`src/rtl/univ_shift_reg.sv`:
```
// univ_shift_reg: universal shift register with autonomous N-shift burst engine.
// Define USR_PARITY_EN to add the par output (XOR-reduction of q).
module univ_shift_reg #(
  parameter int WIDTH = 8,
  parameter int CNT_W = 4
) (
  input  logic             clk,
  input  logic             rst,
  input  logic             en,
  input  logic [2:0]       mode,
  input  logic [WIDTH-1:0] d,
  input  logic             sin_l,
  input  logic             sin_r,
  input  logic             start,
  input  logic [CNT_W-1:0] nshift,
  output logic [WIDTH-1:0] q,
  output logic             sout_l,
  output logic             sout_r,
  output logic             busy,
  output logic             done
`ifdef USR_PARITY_EN
  ,
  output logic             par
`endif
);
  typedef enum logic [1:0] {IDLE, BUSY, DONE} state_t;
  state_t state, state_n;
  logic [WIDTH-1:0] q_n;
  logic [2:0] bmode, bmode_n;
  logic [CNT_W-1:0] count, count_n;
  function automatic logic [WIDTH-1:0] apply(input logic [2:0] m, input logic [WIDTH-1:0] v,
                                             input logic sl, input logic sr);
    case (m)
      3'b001:  return {v[WIDTH-2:0], sr};
      3'b010:  return {sl, v[WIDTH-1:1]};
      3'b011:  return {v[WIDTH-2:0], v[WIDTH-1]};
      3'b100:  return {v[0], v[WIDTH-1:1]};
      3'b101:  return d;
      3'b110:  return '0;
      3'b111:  return {v[WIDTH-1], v[WIDTH-1:1]};
      default: return v;
    endcase
  endfunction
  function automatic logic is_shift(input logic [2:0] m);
    return !(m == 3'b000 || m == 3'b101 || m == 3'b110);
  endfunction
  always_comb begin
    state_n = state;
    q_n = q;
    bmode_n = bmode;
    count_n = count;
    case (state)
      IDLE:
        if (start && is_shift(mode)) begin
          bmode_n = mode;
          count_n = nshift;
          state_n = (nshift != '0) ? BUSY : DONE;
        end else if (en) q_n = apply(mode, q, sin_l, sin_r);
      BUSY:
        if (en) begin
          q_n = apply(bmode, q, sin_l, sin_r);
          count_n = count - 1'b1;
          state_n = (count == 1) ? DONE : BUSY;
        end
      default: state_n = IDLE;
    endcase
  end
  always_ff @(posedge clk) begin
    if (rst) begin
      state <= IDLE;
      q <= '0;
      bmode <= '0;
      count <= '0;
    end else begin
      state <= state_n;
      q <= q_n;
      bmode <= bmode_n;
      count <= count_n;
    end
  end
  assign sout_l = q[WIDTH-1];
  assign sout_r = q[0];
  assign busy = (state == BUSY);
  assign done = (state == DONE);
`ifdef USR_PARITY_EN
  assign par = ^q;
`endif
endmodule
```
`config.mk`:
```
export PLATFORM = sky130hd
export DESIGN_NAME = univ_shift_reg
export DESIGN_NICKNAME = d
export VERILOG_FILES = /design/src/rtl/univ_shift_reg.sv
export SDC_FILE = /design/constraint.sdc
export NUM_CORES = 1
export LEC_CHECK = 0
export ABC_AREA = 1
export BUFFER_PORTS_ARGS = -buffer_cell sky130_fd_sc_hd__buf_2
export CAP_MARGIN = 20
export CORE_MARGIN = 10
export CORE_UTILIZATION = 48
export DETAILED_ROUTE_END_ITERATION = 8
export MAX_ROUTING_LAYER = met4
export PLACE_DENSITY = 0.73
export SYNTH_ARGS = -nofsm -noshare
export SYNTH_HDL_FRONTEND = slang
export SYNTH_SLANG_ARGS = --single-unit
```
`constraint.sdc`:
```
create_clock -name clk -period 2.2 [get_ports clk]
set_input_delay 0.22 -clock clk [delete_from_list [all_inputs] [get_ports clk]]
set_output_delay 0.22 -clock clk [all_outputs]
set_load 0.1 [all_outputs]
```
==> run summary, run 1 <==
The run finished with clean final reports. The die outline area came out at 5810 µm². For this design the top-level I/O count stands at 33.

The period utilization came out at about 80%. Setup repair after global routing left no endpoint under its margin. The root buffer cell chosen for the clock tree is sky130_fd_sc_hd__clkbuf_4. Adding up every negative setup slack in the final design gives 0 ns. The required arrival time at the worst endpoint is 1.98 ns. The worst pin sits at a relative slew slack of 66.6%. The count of nets after finishing is 307. At the end of routability-driven placement, the weighted congestion stood at 0.892. The H-tree level count is 1. The number of buffers and inverters on the critical path came out at 3. The number of standard cells in the layout, taps in and fillers out is 327. The repair_antennas step left the layout with diodes totalling 0.

The post-placement cell count is 323. At the pin with the least slew margin, the transition time is 0.498 ns. The total iterations of the first detailed-routing run came out at 4. The count of vias placed by the detailed router is ~1700. The static leakage came out at around 0.83 nW. The final critical delay including setup and external delays is 1.81 ns. The number of fill cells in the layout is 320. The sequential cell area fraction in the yosys report came out at 22.4%. The total global routing overflow is 0. The count of final max-slew check failures is 0. The maximum clock frequency came out at about 0.55 GHz.

The core outline area is 3030 µm². Across the routed clock network, the largest skew measured is 0.00847 ns. STA classifies the critical path endpoint as an output port. The count of mapped cells out of synthesis is approximately 250. The number of distinct standard cells referenced by the synthesized netlist came out at 29.

Among all stages on the critical path, the largest delay is contributed by sky130_fd_sc_hd__buf_2. The kind of start point of the critical path is a flip-flop. The total setup buffers inserted after CTS is 0. The count of nets left with antenna violations once routing finished came out at 0. The total of flip-flops plus latches after synthesis came out at 17.

The worst endpoint data arrival time came out at 1.59 ns. Grouping stages by cell kind, the critical path spends the most delay in buffers and inverters. Yosys printed 0 warnings.

The peak supply drop is 0.000325 V. Clock-pin slew was measured on the worst setup and hold paths at around 0.12 ns. The aggregate global-route resource usage came out at 14.2%. The number of maximum-capacitance constraint violations came out at 0. The signal on the critical path passes through inv_1 -> nor2_4 -> buf_4 -> buf_2. The die is ~76 µm tall. The fraction of layout cells with a size suffix above 1 came out at 21.6%.

The total half-perimeter wirelength after legalization and detailed placement came out at 3.15 mm. The buffer levels on the longest clock path came out at 2. The post-detailed-routing wire length came out at 4.01 mm. The total clock buffers created by CTS is 3. The area growth from synthesis to layout came out at 13.0%. After detailed routing, the number of remaining DRC violations is 0.

Entering global routing, the biggest net connects 18 pins. The worst setup path is of the reg -> out kind. The initial antenna violation count came to 0.

The delay of the slowest cell on the worst path came out at 0.43 ns. The source-to-sink clock delay at the later pin of the worst-skew pair came out at ~0.3 ns. The mapped cell area came out at 1520 µm². In the final routed layout, each cell accounts on average for 12.3 µm.

Each instance of the synthesized netlist takes up on average 5.98 µm². The clock net in this run drives a total of 17 sinks. The class of the most critical hold timing path is in -> reg. The first-pass GRT wire length came out at 7.10 mm. The first routing iteration left 147 violations. After detailed routing, the number of vias per cell comes to 5.16. Of all nets on the critical path, the largest fanout is 11. The final setup violation count is 0.

The number of hold buffers added after CTS was 0. From left edge to right edge, the die measures 76.2 µm. Row generation in the floorplan step produced 20 rows. When the netlist entered floorplanning its net count stood at 277. The number of instances resized during post-cts repair came out at 0. The final count of hold timing violations came out at 0.

The number of global-route vias before repair is 1621. For this design the ratio of total power to cell area is about 650 nW/µm². The initial standard-cell utilization of the core is 50.1%. TritonCTS built the clock tree. The count of buffers from port buffering is 32.
==> synth_stat cells <==
cell type                  instances  share of area, %
sky130_fd_sc_hd__o21ai_4           1               1.1
sky130_fd_sc_hd__nand2_2           2              0.82
sky130_fd_sc_hd__a22o_1            1              0.58
sky130_fd_sc_hd__inv_1            36               8.9
sky130_fd_sc_hd__nor2_4            3               2.2
sky130_fd_sc_hd__nor2_2            2              0.82
sky130_fd_sc_hd__nand2_1          71                18
sky130_fd_sc_hd__clkbuf_1          1              0.25
sky130_fd_sc_hd__dfxtp_1          17                22
sky130_fd_sc_hd__inv_4             1              0.41
sky130_fd_sc_hd__a21oi_2           3               1.7
sky130_fd_sc_hd__inv_2             3              0.74
sky130_fd_sc_hd__nand3_4           1               1.2
sky130_fd_sc_hd__a21oi_1          16               5.3
sky130_fd_sc_hd__buf_4             3               1.5
sky130_fd_sc_hd__or2_2             1              0.41
sky130_fd_sc_hd__nor3_1            1              0.33
sky130_fd_sc_hd__o22ai_1           1              0.41
sky130_fd_sc_hd__nand3_1          34                11
sky130_fd_sc_hd__buf_2             3              0.99
sky130_fd_sc_hd__ha_1              2               1.6
sky130_fd_sc_hd__o21ai_0          20               6.6
sky130_fd_sc_hd__buf_6             1              0.74
sky130_fd_sc_hd__nand2_4           3               2.2
sky130_fd_sc_hd__nor3_2            1              0.66
sky130_fd_sc_hd__nand4_1           7               2.9
sky130_fd_sc_hd__o211ai_1          2              0.99
sky130_fd_sc_hd__nand3_2           3               2.0
sky130_fd_sc_hd__nor2_1           14               3.5
==> power breakdown <==
part | leakage [nW] | internal, mW | switching, mW | total (mW)
sequential | 0.139 | 0.341 | 0.0420 | 0.383
clock | 0.0177 | 0.0677 | 0.116 | 0.184
combinational | 0.669 | 0.149 | 0.394 | 0.543
total | 0.826 | 0.558 | 0.552 | 1.11
==> cells by family after synthesis <==
logic type	after synthesis	synth area share [%]
buf+inv	48	13.5
compound gates	44	16.7
fa+ha+maj	2	1.65
simple gates	143	45.8
flops	17	22.4
==> per-stage QoR <==
step | hold slack (ns) | instance area, µm² | power [mW] | util (%) | setup WS, ns
5_1_grt | 0.287 | 1720 | 1.19 | 56.7 | 0.297
6_report | 0.271 | 1720 | 1.11 | 56.7 | 0.393
4_1_cts | 0.264 | 1720 | 1.12 | 56.7 | 0.379
3_3_place_gp | 0.491 | 1690 | 0.931 | 55.7 | 0.708
3_5_place_dp | 0.496 | 1690 | 0.933 | 55.7 | 0.631
2_1_floorplan | 0.282 | 1520 | 0.826 | - | 0.209
==> worst register-to-register path, stage by stage, from the launching register on <==
cell                      delay [ns]
sky130_fd_sc_hd__dfxtp_1        0.38
sky130_fd_sc_hd__inv_1          0.09
sky130_fd_sc_hd__nor2_4         0.20
sky130_fd_sc_hd__inv_1          0.27
sky130_fd_sc_hd__nor2_1         0.15
sky130_fd_sc_hd__inv_1          0.10
sky130_fd_sc_hd__nand3_4        0.12
sky130_fd_sc_hd__inv_2          0.06
sky130_fd_sc_hd__nand2_1        0.07
sky130_fd_sc_hd__a21oi_2        0.05
==> sequential cells by signal (all words and copies together) (netlist names) <==
register,cells
q,8
count,4
bmode,3
state,2
==> worst paths after layout <==
check,from,endpoint,slack [ns],cells after the start
hold / removal,rst,count[1],0.27,2
setup reg to reg,state[0],count[0],0.62,9
hold reg to reg,count[1],count[1],0.52,2
setup / recovery,state[0],busy,0.39,4
==> metal layers <==
layer | global-route usage (%) | part of all wire, % | up-vias
li1 | - | - | 882
met1 | 18.4 | 49 | 735
met2 | 22.5 | 43 | 68
met3 | 2.59 | 7.3 | 2
met4 | 2.60 | 0.17 | 0
met5 | - | 0 | -
==> area by class of cell <==
type	count	area, µm²	area share [%]
clock buffers	3	22.5	1.31
clock inverters	1	5.00	0.292
inverters	40	153	8.90
multi-input cells	189	972	56.7
flip-flops and latches	17	340	19.8
well taps	44	55.1	3.21
repair buffers	33	168	9.77
==> cells in the final DEF, fill, tap and decap left out <==
cell type,Yosys,layout
sky130_fd_sc_hd__nand3_2,3,3
sky130_fd_sc_hd__nor3_1,1,1
sky130_fd_sc_hd__clkinv_2,0,1
sky130_fd_sc_hd__nand3_1,34,34
sky130_fd_sc_hd__nand2_4,3,3
sky130_fd_sc_hd__buf_4,3,1
sky130_fd_sc_hd__o21ai_4,1,1
sky130_fd_sc_hd__o22ai_1,1,1
sky130_fd_sc_hd__nand4_1,7,7
sky130_fd_sc_hd__nand2_1,71,71
sky130_fd_sc_hd__ha_1,2,2
sky130_fd_sc_hd__o21ai_0,20,20
sky130_fd_sc_hd__nor2_2,2,2
sky130_fd_sc_hd__nor3_2,1,1
sky130_fd_sc_hd__buf_2,3,32
sky130_fd_sc_hd__clkbuf_4,0,3
sky130_fd_sc_hd__inv_1,36,36
sky130_fd_sc_hd__inv_4,1,1
sky130_fd_sc_hd__a21oi_2,3,3
sky130_fd_sc_hd__o211ai_1,2,2
sky130_fd_sc_hd__dfxtp_1,17,17
sky130_fd_sc_hd__a22o_1,1,1
sky130_fd_sc_hd__or2_2,1,1
sky130_fd_sc_hd__nor2_1,14,14
sky130_fd_sc_hd__nor2_4,3,3
sky130_fd_sc_hd__inv_2,3,3
sky130_fd_sc_hd__nand2_2,2,2
sky130_fd_sc_hd__a21oi_1,16,16
sky130_fd_sc_hd__nand3_4,1,1
Power figures use the tool's default switching activity.
==> run 2, diff against run 1 <==
- PLACE_DENSITY: 0.73 -> 0.76
- clock period: 2.2 -> 1.5 ns (I/O delays scaled with it)
==> run 2 against run 1 <==
Sequential cell count stayed put. Via count up 1.7%. Critical path type unchanged. Register-to-register slack lost 0.46 ns. Highest routed layer unchanged.
==> run summary, run 2 (synthesis gave the netlist of run 1 again) <==
The post-placement cell count came out at 327. Setup violations remaining at the end of the flow were counted as 0. The first-pass GRT wire length came out at 7.49 mm. The first routing iteration left 97 violations. In this run, post-CTS hold repair placed 0 buffers. For this run, the detailed router's first-pass iteration total came to 5. For this run, the slowest stage of the critical path takes 0.48 ns.

The initial standard-cell utilization of the core came out at 50.1%. The post-route netlist has 26.8% of its cells at a drive strength greater than 1. The clock skew is 0.00324 ns. The signal on the critical path passes through buf_2. The aggregate global-route resource usage is 15.3%. The post-detailed-routing wire length came out at 4.37 mm. Once layout is complete, the utilization of the core stands at 59.5%.

The placed standard-cell area is 1760 µm². The run finished with clean final reports. STA classifies the critical path endpoint as an output port. The peak supply drop is 0.000619 V. The total clock buffers created by CTS is 3.

The number of instances resized during post-cts repair came out at 0. The count of standard-cell rows came out at 20. The setup path with the least slack is of type reg -> out.

The class of the most critical hold timing path is in -> reg. For this design, the slowest cell found on the critical path is sky130_fd_sc_hd__buf_2. The count of vias placed by the detailed router is 1716.

The final count of hold timing violations came to 0. The routed wirelength normalized by instance count is about 13 µm. The total global routing overflow came out at 0. The most flop-heavy register is q.

The die is 76.2 µm tall. The biggest fanout along the worst timing path came out at 6. The static leakage is 0.861 nW.

The clock reaches the later pin of the worst-skew pair after 0.30 ns. Derived from the worst setup path, the maximum achievable clock frequency is 0.719 GHz. Counting I/O delays and the setup requirement, the final critical path takes about 1.4 ns. Dividing the detail-routed via count by the number of cells gives 5.18. The die outline area is 5810 µm².

TritonCTS built the clock tree. The final critical path takes up 92.7% of the cycle. The initial antenna violation count was 0. The number of global-route vias before repair is approximately 1700. The region available for standard cell placement spans 3030 µm². Entering global routing, the biggest net connects 15 pins.

The tree is rooted in a sky130_fd_sc_hd__clkbuf_4. With fillers left out, the area of the finished cells amounts to 1800 µm². The total setup buffers inserted after CTS is 0. In the layout the commonest cells are 70 x sky130_fd_sc_hd__nand2_1, 36 x sky130_fd_sc_hd__inv_1, 32 x sky130_fd_sc_hd__nand3_1. For this run, design rule violations remaining after detail routing come to 0. The count of nets after finishing is 311. The buffer levels on the longest clock path is 2. The number of standard cells in the layout, taps in and fillers out is 331. Buffers placed on the I/O ports in this run total 32. The number of maximum-capacitance constraint violations came out at 0. The kind of start point of the critical path is a flip-flop. The measured slew at the worst slew-check pin is 0.491 ns. The number of fill cells in the layout is 304. The clock transition at the registers of the reported paths came out at 0.11 ns. The largest registers in the layout are q x8, count x4, bmode x3. The antenna diode instance count is 0. The floorplan step set the die width to ~76 µm. The commonest non-fill, non-tap cell in the layout is sky130_fd_sc_hd__nand2_1. From synthesis to final layout, the design area changed by 18.6%. The H-tree level count is 1. The number of buffers and inverters on the critical path came out at 1. The global placement routability congestion is 0.908. Setup repair after global routing left no endpoint under its margin.

The family with the most delay on the worst path is buffers and inverters. The residual antenna-violating net count after detailed routing came out at 0. Detailed placement ended at an HPWL of about 3.3 mm. The worst endpoint data arrival time came out at 1.24 ns. In this run the tightest slew margin relative to its limit is 67.5%. 33 I/O pins were placed.

Dividing total power by cell area gives a power density of 931 nW/µm². The count of clock tree sinks is 17. The required arrival time at the worst endpoint is 1.35 ns. The count of final max-slew check failures is 0. The number of flip-flops under the largest register name came out at 8.
run 2: final timing paths:
path              from       end  slack [ns]  cells past startpoint
max               q[6]      q[6]        0.11                      1
min          nshift[2]  count[2]        0.19                      3
max reg2reg   bmode[0]      q[5]        0.16                      8
min reg2reg   count[1]  count[1]        0.51                      2
run 2: layer usage:
layer / GRT usage, % / routed length, µm
met1: 18.2 / 1940
met2: 25.1 / 2080
met3: 2.83 / 286
met5: - / 0
met4: 5.39 / 67
run 2: worst min-delay path, stage by stage:
cell and delay [ns]:
sky130_fd_sc_hd__buf_2 0.09, sky130_fd_sc_hd__o21ai_0 0.08, sky130_fd_sc_hd__a21oi_1 0.13
run 2: area by class of cell:
| class | instances | area (µm²) | share of cell area [%] |
|---|---|---|---|
| multi-input cells | 189 | 987 | 54.8 |
| flip-flops and latches | 17 | 350 | 19.5 |
| repair buffers | 37 | 228 | 12.6 |
| inverters | 40 | 153 | 8.48 |
| well taps | 44 | 55.1 | 3.06 |
| clock buffers | 3 | 22.5 | 1.25 |
| clock inverters | 1 | 5.00 | 0.278 |
run 2: power breakdown:
group | total, mW | leakage [nW] | internal [mW] | switching [mW]
Combinational | 0.848 | 0.701 | 0.251 | 0.597
Clock | 0.260 | 0.0177 | 0.0994 | 0.160
Sequential | 0.569 | 0.142 | 0.505 | 0.0634
Total | 1.68 | 0.861 | 0.856 | 0.821
run 2: per-stage QoR:
step	hold slack [ns]	setup TNS [ns]	worst slack [ns]	total power, mW
5_1_grt	0.219	0	0.0000522	1.81
6_report	0.187	0	0.110	1.68
3_3_place_gp	0.486	0	0.0446	1.40
3_5_place_dp	0.495	0	0.0233	1.41
4_1_cts	0.178	0	0.0124	1.67
2_1_floorplan	0.212	-0.287	-0.107	1.22
